### src/rtl/vga_sync_decoder.sv
// VGA receive-side timing decoder: recovers pixel position from HSync/VSync,
// measures line/frame geometry and declares lock after consecutive clean frames.
module vga_sync_decoder #(
    parameter int H_TOTAL     = 800,
    parameter int H_ACT_START = 144,
    parameter int H_ACT       = 640,
    parameter int V_TOTAL     = 525,
    parameter int V_ACT_START = 35,
    parameter int V_ACT       = 480,
    parameter int LOCK_FRAMES = 2,
    parameter int SYNC_POL    = 1
) (
    input  logic        clk,
    input  logic        rst_n,
    input  logic        pix_en,
    input  logic        hsync_in,
    input  logic        vsync_in,
    input  logic [3:0]  red_in,
    input  logic [3:0]  green_in,
    input  logic [3:0]  blue_in,
    output logic [9:0]  pix_x,
    output logic [9:0]  pix_y,
    output logic        de,
    output logic [11:0] pix_rgb,
    output logic        line_start,
    output logic        frame_start,
    output logic        locked,
    output logic        h_err,
    output logic        v_err,
    output logic [11:0] h_meas,
    output logic [10:0] v_meas
);

    typedef enum logic [1:0] {
        ST_SEARCH,
        ST_MEASURE,
        ST_LOCKED
    } state_t;

    localparam logic        SYNC_ACT = (SYNC_POL != 0);
    localparam logic [12:0] H_TOT13  = 13'(H_TOTAL);
    localparam logic [11:0] H_MISS   = 12'(H_TOTAL + 1);
    localparam logic [11:0] H_A0     = 12'(H_ACT_START);
    localparam logic [11:0] H_A1     = 12'(H_ACT_START + H_ACT);
    localparam logic [11:0] V_TOT12  = 12'(V_TOTAL);
    localparam logic [10:0] V_A0     = 11'(V_ACT_START);
    localparam logic [10:0] V_A1     = 11'(V_ACT_START + V_ACT);
    localparam logic [7:0]  GOOD_LIM = 8'(LOCK_FRAMES);

    state_t      state_q, state_d;
    logic [11:0] h_cnt_q, h_cnt_d;
    logic [10:0] v_cnt_q, v_cnt_d;
    logic        hs_prev_q, hs_prev_d;
    logic        vs_prev_q, vs_prev_d;
    logic        seen_h_q, seen_h_d;
    logic        seen_v_q, seen_v_d;
    logic [7:0]  good_cnt_q, good_cnt_d;
    logic        frame_err_q, frame_err_d;

    logic [9:0]  pix_x_q, pix_x_d;
    logic [9:0]  pix_y_q, pix_y_d;
    logic        de_q, de_d;
    logic [11:0] pix_rgb_q, pix_rgb_d;
    logic        line_start_q, line_start_d;
    logic        frame_start_q, frame_start_d;
    logic        locked_q, locked_d;
    logic        h_err_q, h_err_d;
    logic        v_err_q, v_err_d;
    logic [11:0] h_meas_q, h_meas_d;
    logic [10:0] v_meas_q, v_meas_d;

    logic        hs_edge, vs_edge, any_err;
    logic [12:0] h_inc;
    logic [11:0] v_inc;

    assign hs_edge = (hsync_in == SYNC_ACT) && (hs_prev_q != SYNC_ACT);
    assign vs_edge = (vsync_in == SYNC_ACT) && (vs_prev_q != SYNC_ACT);

    always_comb begin
        state_d       = state_q;
        h_cnt_d       = h_cnt_q;
        v_cnt_d       = v_cnt_q;
        hs_prev_d     = hsync_in;
        vs_prev_d     = vsync_in;
        seen_h_d      = seen_h_q;
        seen_v_d      = seen_v_q;
        good_cnt_d    = good_cnt_q;
        frame_err_d   = frame_err_q;
        line_start_d  = 1'b0;
        frame_start_d = 1'b0;
        h_err_d       = 1'b0;
        v_err_d       = 1'b0;
        h_meas_d      = h_meas_q;
        v_meas_d      = v_meas_q;
        h_inc         = {1'b0, h_cnt_q} + 13'd1;
        v_inc         = {1'b0, v_cnt_q} + 12'd1;

        if (hs_edge) begin
            h_cnt_d      = '0;
            line_start_d = 1'b1;
            seen_h_d     = 1'b1;
            if (seen_h_q) begin
                h_meas_d = h_inc[11:0];
                h_err_d  = (h_inc != H_TOT13);
            end
        end else begin
            if (h_cnt_q != '1) begin
                h_cnt_d = h_inc[11:0];
            end
            // Missing HSync: flag once as the count first reaches the nominal length.
            if (seen_h_q && (h_inc == H_TOT13)) begin
                h_err_d  = 1'b1;
                h_meas_d = H_MISS;
            end
        end

        if (vs_edge) begin
            v_cnt_d       = '0;
            frame_start_d = 1'b1;
            seen_v_d      = 1'b1;
            if (seen_v_q) begin
                v_meas_d = v_inc[10:0];
                v_err_d  = (v_inc != V_TOT12);
            end
        end else if (hs_edge) begin
            if (v_cnt_q != '1) begin
                v_cnt_d = v_inc[10:0];
            end
            if (seen_v_q && (v_inc == V_TOT12)) begin
                v_err_d = 1'b1;
            end
        end

        any_err = h_err_d | v_err_d;

        case (state_q)
            ST_SEARCH: begin
                if (vs_edge) begin
                    state_d     = ST_MEASURE;
                    good_cnt_d  = '0;
                    frame_err_d = 1'b0;
                end
            end
            ST_MEASURE: begin
                if (vs_edge) begin
                    frame_err_d = 1'b0;
                    if (frame_err_q || any_err) begin
                        good_cnt_d = '0;
                    end else begin
                        good_cnt_d = good_cnt_q + 8'd1;
                        if (good_cnt_d >= GOOD_LIM) begin
                            state_d = ST_LOCKED;
                        end
                    end
                end else if (any_err) begin
                    frame_err_d = 1'b1;
                    good_cnt_d  = '0;
                end
            end
            ST_LOCKED: begin
                if (any_err) begin
                    state_d    = ST_SEARCH;
                    good_cnt_d = '0;
                end
            end
            default: state_d = ST_SEARCH;
        endcase

        // Outputs follow the post-update state so an error drops lock and de on its own cycle.
        locked_d  = (state_d == ST_LOCKED);
        de_d      = locked_d && (h_cnt_d >= H_A0) && (h_cnt_d < H_A1)
                             && (v_cnt_d >= V_A0) && (v_cnt_d < V_A1);
        pix_x_d   = de_d ? 10'(h_cnt_d - H_A0) : '0;
        pix_y_d   = de_d ? 10'(v_cnt_d - V_A0) : '0;
        pix_rgb_d = de_d ? {red_in, green_in, blue_in} : '0;
    end

    always_ff @(posedge clk or negedge rst_n) begin
        if (!rst_n) begin
            state_q       <= ST_SEARCH;
            h_cnt_q       <= '0;
            v_cnt_q       <= '0;
            hs_prev_q     <= ~SYNC_ACT;
            vs_prev_q     <= ~SYNC_ACT;
            seen_h_q      <= 1'b0;
            seen_v_q      <= 1'b0;
            good_cnt_q    <= '0;
            frame_err_q   <= 1'b0;
            pix_x_q       <= '0;
            pix_y_q       <= '0;
            de_q          <= 1'b0;
            pix_rgb_q     <= '0;
            line_start_q  <= 1'b0;
            frame_start_q <= 1'b0;
            locked_q      <= 1'b0;
            h_err_q       <= 1'b0;
            v_err_q       <= 1'b0;
            h_meas_q      <= '0;
            v_meas_q      <= '0;
        end else if (pix_en) begin
            state_q       <= state_d;
            h_cnt_q       <= h_cnt_d;
            v_cnt_q       <= v_cnt_d;
            hs_prev_q     <= hs_prev_d;
            vs_prev_q     <= vs_prev_d;
            seen_h_q      <= seen_h_d;
            seen_v_q      <= seen_v_d;
            good_cnt_q    <= good_cnt_d;
            frame_err_q   <= frame_err_d;
            pix_x_q       <= pix_x_d;
            pix_y_q       <= pix_y_d;
            de_q          <= de_d;
            pix_rgb_q     <= pix_rgb_d;
            line_start_q  <= line_start_d;
            frame_start_q <= frame_start_d;
            locked_q      <= locked_d;
            h_err_q       <= h_err_d;
            v_err_q       <= v_err_d;
            h_meas_q      <= h_meas_d;
            v_meas_q      <= v_meas_d;
        end
    end

    assign pix_x       = pix_x_q;
    assign pix_y       = pix_y_q;
    assign de          = de_q;
    assign pix_rgb     = pix_rgb_q;
    assign line_start  = line_start_q;
    assign frame_start = frame_start_q;
    assign locked      = locked_q;
    assign h_err       = h_err_q;
    assign v_err       = v_err_q;
    assign h_meas      = h_meas_q;
    assign v_meas      = v_meas_q;

endmodule

### config.mk
export PLATFORM = sky130hd
export DESIGN_NAME = vga_sync_decoder
export DESIGN_NICKNAME = d
export VERILOG_FILES = /design/src/rtl/vga_sync_decoder.sv
export SDC_FILE = /design/constraint.sdc
export NUM_CORES = 1
export LEC_CHECK = 0
export BUFFER_PORTS_ARGS = -buffer_cell sky130_fd_sc_hd__buf_4
export CAP_MARGIN = 20
export CORE_ASPECT_RATIO = 1.2
export CORE_MARGIN = 3
export CORE_UTILIZATION = 53
export CTS_CLUSTER_DIAMETER = 60
export DETAILED_ROUTE_END_ITERATION = 16
export GPL_TIMING_DRIVEN = 0
export HOLD_SLACK_MARGIN = 0.08
export PLACE_DENSITY_LB_ADDON = 0.3
export RECOVER_POWER = 100
export SYNTH_ARGS = -nofsm -noshare
export SYNTH_HDL_FRONTEND = slang
export SYNTH_SLANG_ARGS = --single-unit
### constraint.sdc
create_clock -name clk -period 3.6 [get_ports clk]
set_input_delay 0.54 -clock clk [delete_from_list [all_inputs] [get_ports clk]]
set_output_delay 0.54 -clock clk [all_outputs]
set_load 0.1 [all_outputs]
==> results.toml, run 1 <==
[power_and_ir_drop]
p_sw_uw = 1386
p_total_uw = 3521
pwr-share-comb_pct = 34.2
power_density_mw_per_mm2 = 499.2
seqPwrFrac_pct = 36.4
switching_share_pct = 39.37
clkPwrFrac_pct = 29.4
intPower_uw = 2135
peakVddDrop_v = 0.0003018
p_leak_uw = 0.002899

[floorplanning]
start_util_pct = 54.77
die_w_um = 103.7
io_pins = 78
core-area_mm2 = 0.01109
die_h_um = 123.3
fp-row-count = 42
die_area_mm2 = 0.01279

[cells_and_area]
diodes = 0
drive_above_1_share_pct = 15.46
nFillCells = 982
area_growth_syn_to_layout_pct = 16.15
fin_cells = 911
final_common_cell = "dfrtp_1"
layout.nets = 783
layout_common_cells = "dfrtp_1 (98), clkbuf_1 (87), nand2_1 (55), inv_1 (42), o21ai_0 (41)"

[yosys]
ys_async_sr_fraction_pct = 100.0
syn_area_mm2 = 0.006073
synth_edf_count = 0
synth_area_leaders = "dfrtp_1 (41%), mux2_2 (4.1%), nand2_1 (3.5%), xnor2_1 (3.5%), o21ai_0 (3.4%)"
avgSynthCellArea_um2 = 9.188
syn_inst = 661
ys_ff_latch = 99
yosysTopAreaCellShare_pct = 40.79
synth_ff_type = "dfrtp_1"
synth_top_cell_by_area = "dfrtp_1"
ys_warn_count = 0
synth-seq-area-share_pct = 40.79
syn_nets = 691
synthDistinctLibCells = 68

[timing]
fmax_mhz = 289.6
rsz0062_at_grt = "yes"
setup_viol = 0
tightest_slew_ps = 2064
slew_headroom_pct = -37.59
whs_ps = 445.1
finalHoldViolCount = 0
min_period_ps = 3453
finalCritPeriodShare_pct = 95.91
clock_skew_ps = 7.073
drv_slew = 36

[detailed_routing]
first_pass_iters = 5
drc = 0
wl_per_cell_um = 17.97
antenna_left = 0
vias_per_cell = 5.991
vias = 5458
drt-total-wl_um = 16370
drt_iter0_markers = 523

[clocking]
cts_sinks = 99
cts_tree = "done"
hold_buffers = 0
cts-htree-levels = 3
clk_pin_slew_ps = 70
root_buffer = "clkbuf_16"
clkLatencyLatePin_ps = 350
cts_buffer_depth = 2
cts_buffers = 9

[grt]
grt.overflow.total = 0
grt_pass1_vias = 5297
track_usage_pct = 26.10
grt_pass1_wl_um = 26700
antenna_found_initial = 0
grt_max_degree = 65

[worst_setup_path]
cp.arrival_ps = 3710
critPathLaunchType = "flop"
endpoint_kind = "flop"
crit_type = "reg2reg"
critical_path_required_ps = 3860
crit_fanout = 10

[run]
maxCapViolations = 1

[place]
place_congestion = 0.9224
place.port_buffers = 77
place_inst = 894
post-dp-hpwl_um = 11760

[outcome]
violations = "capacitance limit, slew limit"
outcome = "finished, violations left"

[hold_path]
hold_path.class = "in2reg"
==> logic make-up after synthesis <==
family	after synthesis	synth area share [%]
adder cells (fa/ha/maj)	13	2.678
XOR/XNOR	31	4.471
AO/OA/AOI/OAI	177	20.83
AND/OR/NAND/NOR	219	19.49
flip-flops	99	40.79
buffers and inverters	93	6.448
multiplexers	29	5.295
==> worst max-delay path: stages (launching register included) <==
cell and delay [ps]:
dfrtp_1 380, ha_1 160, clkbuf_4 200, nand2_4 100
or4_4 590, nand2_1 100, nand2_1 90, inv_1 140
ha_1 170, nor4b_2 220, o21ai_1 130, a31o_2 300
a21oi_4 200, nand2_2 110, buf_4 210, o31ai_2 250
==> sequential cells by signal, summed over array words and instances, names as in the netlist <==
register,cells
de,1
hs_prev_q,1
frame_err_q,1
v_meas,11
vs_prev_q,1
pix_rgb,12
seen_h_q,1
line_start,1
h_meas,12
v_cnt_q,11
h_err,1
frame_start,1
seen_v_q,1
good_cnt_q,8
locked,1
pix_x,10
pix_y,10
state_q,2
v_err,1
h_cnt_q,12
==> metal layers <==
layer	up-vias	track usage, %	part of all wire [%]
met5	-	0	0
met4	0	12.05	3.4
met3	40	5.953	7.1
met2	228	43.54	48
met1	2617	32.69	42
li1	2573	-	-
==> power by group through the flow <==
stage	sequential, µW	combinational (µW)	clock [µW]
after CTS	1280	1220	1040
after floorplan	1650	542	0
after global placement	1310	1160	0
after global routing	1290	1290	1100
after detailed placement	1310	1190	0
final	1280	1200	1030
==> synthesized netlist by cell type (13+ instances only) <==
cell type,n
dfrtp_1,99
nand2b_1,25
a21oi_1,31
mux2_2,22
xnor2_1,24
nand2_1,56
inv_1,42
o22ai_1,22
buf_2,15
nand3_1,36
o21ai_0,41
clkbuf_1,26
ha_1,13
nor2_1,25
==> area by class of cell <==
class,instances,area (µm²),share of cell area (%)
buffer,50,235.2,3.335
clock buffer,10,239.0,3.388
clock inverter,5,77.57,1.100
inverter,42,157.7,2.235
multi-input combinational,469,3277,46.45
sequential,99,2479,35.14
tap,154,192.7,2.731
timing repair buffer,82,396.6,5.623
==> timing repair <==
| action | CTS | global route |
|---|---|---|
| setup endpoints to repair | 33 | 41 |
| setup buffers | 2 | 1 |
| pin swaps | 1 | 1 |
| resized for setup | 9 | 11 |
==> worst paths after layout <==
check | from | depth (start not counted) | to | slack (ps)
worst max-delay path | h_cnt_q[0] | 15 | pix_x[6] | 150
worst min-delay path | blue_in[2] | 3 | pix_rgb[2] | 450
worst max register to register | h_cnt_q[0] | 15 | pix_x[6] | 150
worst min register to register | h_meas[6] | 1 | h_meas[6] | 480
max in group asynchronous | rst_n | 1 | h_cnt_q[1] | 1490
min in group asynchronous | rst_n | 1 | h_meas[4] | 780
==> metrics by stage <==
step	utilization, %	setup slack (ps)	cell area [µm²]	TNS, ps
CTS	65.43	49.12	7254	0
finish	63.62	147.1	7054	0
floorplan	-	98.77	6073	0
detailed placement	62.02	-548.6	6877	-12110
global placement	61.72	-838.0	6844	-23490
global route	63.62	-12.74	7054	-30.25
Note: power is estimated with default switching activity, not from simulation.
==> run 2, diff against run 1 <==
- CORE_UTILIZATION: 53 -> 40
- SKIP_CTS_REPAIR_TIMING: not set -> 1
==> results.toml, run 2 (synthesized netlist as in run 1, its figures left out) <==
[outcome]
outcome = "finished, violations left"
violations = "capacitance limit, slew limit"

[grt]
grt.overflow.total = 0
track_usage_pct = 19.49
grt_pass1_wl_um = 26250
grt_pass1_vias = 5078
grt_max_degree = 56
antenna_found_initial = 0

[floorplanning]
die_w_um = 118.5
die_area_mm2 = 0.01670
die_h_um = 141.0
io_pins = 78
core-area_mm2 = 0.01465
start_util_pct = 41.44
fp-row-count = 48

[place]
place_congestion = 0.8703
post-place-ws_ps = -465.2
place.port_buffers = 77
placedInstanceArea_mm2 = 0.006934
post-dp-hpwl_um = 11930

[timing]
whs_ps = 429.7
clock_skew_ps = 6.737
tightest_slew_ps = 2486
fmax_mhz = 296.2
drv_slew = 45
finalHoldViolCount = 0
slew_headroom_pct = -65.75
setup_viol = 0
setup_tns_ps = 0
setup_ws_ps = 223.7
min_period_ps = 3376
finalCritPeriodShare_pct = 93.79

[hold_path]
hold_path.class = "in2reg"

[cells_and_area]
diodes = 0
nFillCells = 1487
multi_input_area_mm2 = 0.003264
stdcell_area_mm2 = 0.007079
area_growth_syn_to_layout_pct = 16.56
final_common_cell = "dfrtp_1"
drive_above_1_share_pct = 14.64
layout.nets = 783
final_util_pct = 48.31
regArea_mm2 = 0.002479
layout_common_cells = "dfrtp_1 (98), clkbuf_1 (91), nand2_1 (55), inv_1 (41), o21ai_0 (41)"

[detailed_routing]
antenna_left = 0
vias = 5312
wl_per_cell_um = 16.89
first_pass_iters = 5
vias_per_cell = 5.545
drt_iter0_markers = 341
drc = 0
drt-total-wl_um = 16180

[power_and_ir_drop]
p_leak_uw = 0.002883
power_density_mw_per_mm2 = 488.0
peakVddDrop_v = 0.0002882

[worst_setup_path]
critPathLaunchType = "flop"
crit_type = "reg2reg"
critical_path_required_ps = 3860
cp.arrival_ps = 3640
cpMaxStageDelayCell = "or4_4"
endpoint_kind = "flop"
crit_chain = "ha_1 > clkbuf_4 > nand2_4 > or4_4 > nand2_1 > nand2_1 > inv_2 > ha_1 > nor4b_2 > o21ai_1 > a31o_2 > a21oi_4 > nand2_2 > buf_4 > o31ai_1"
slowest_delay_ps = 590
crit_fanout = 10

[clocking]
cts-htree-levels = 3
cts_buffers = 9
clk_pin_slew_ps = 70
cts_tree = "done"
cts_sinks = 99
cts_buffer_depth = 2
root_buffer = "clkbuf_16"
clkLatencyLatePin_ps = 350

[run]
maxCapViolations = 1
run 2: changes by cell type in the layout (fill, tap and decap cells not counted), sizes merged:
cell,before,now
buf,41,40
bufinv,2,1
inv,42,43
clkbuf,101,103
run 2: path summary, 6_finish.rpt:
check,cells past startpoint,startpoint,end,slack (ps)
worst max-delay path,15,h_cnt_q[1],pix_y[5],220
worst min-delay path,2,vsync_in,vs_prev_q,430
worst max register to register,15,h_cnt_q[1],pix_y[5],220
worst min register to register,1,h_meas[6],h_meas[6],480
max in group asynchronous,1,rst_n,h_meas[3],1230
min in group asynchronous,1,rst_n,v_cnt_q[6],940
run 2: critical path, delay by kind of cell, from the launching register on:
family          cells  cell delay (ps)
simple gates        6             1200
buf+inv             3              510
compound gates      4              860
fa+ha+maj           2              290
flops               1              410
run 2: cell type report:
class	count	share of cell area, %
Sequential cell	99	35.01
Inverter	42	2.227
Timing Repair Buffer	82	5.603
Multi-Input combinational cell	469	46.11
Clock buffer	11	3.287
Tap cell	200	3.535
Buffer	50	3.340
Clock inverter	5	0.8837
run 2: per-stage QoR:
stage / total power [µW] / std cells
after floorplan: 2193 / 661
after global placement: 2471 / 938
after detailed placement: 2504 / 940
after CTS: 3495 / 956
after global routing: 3621 / 958
final: 3455 / 958
run 2: routing by layer:
| layer | vias to the layer above | share of wire [%] | GRT usage, % |
|---|---|---|---|
| met5 | - | 0 | 0 |
| met4 | 0 | 2.2 | 8.176 |
| met3 | 30 | 5.8 | 3.451 |
| met2 | 174 | 49 | 32.01 |
| met1 | 2541 | 43 | 25.51 |
| li1 | 2567 | - | - |
run 2: report_power, final:
| part | total (µW) | internal (µW) | leakage [µW] | switching [µW] |
|---|---|---|---|---|
| Combinational | 1190 | 309 | 0.00141 | 882 |
| Clock | 976 | 544 | 0.000142 | 432 |
| Sequential | 1290 | 1210 | 0.00133 | 80.2 |
| Total | 3450 | 2060 | 0.00288 | 1390 |
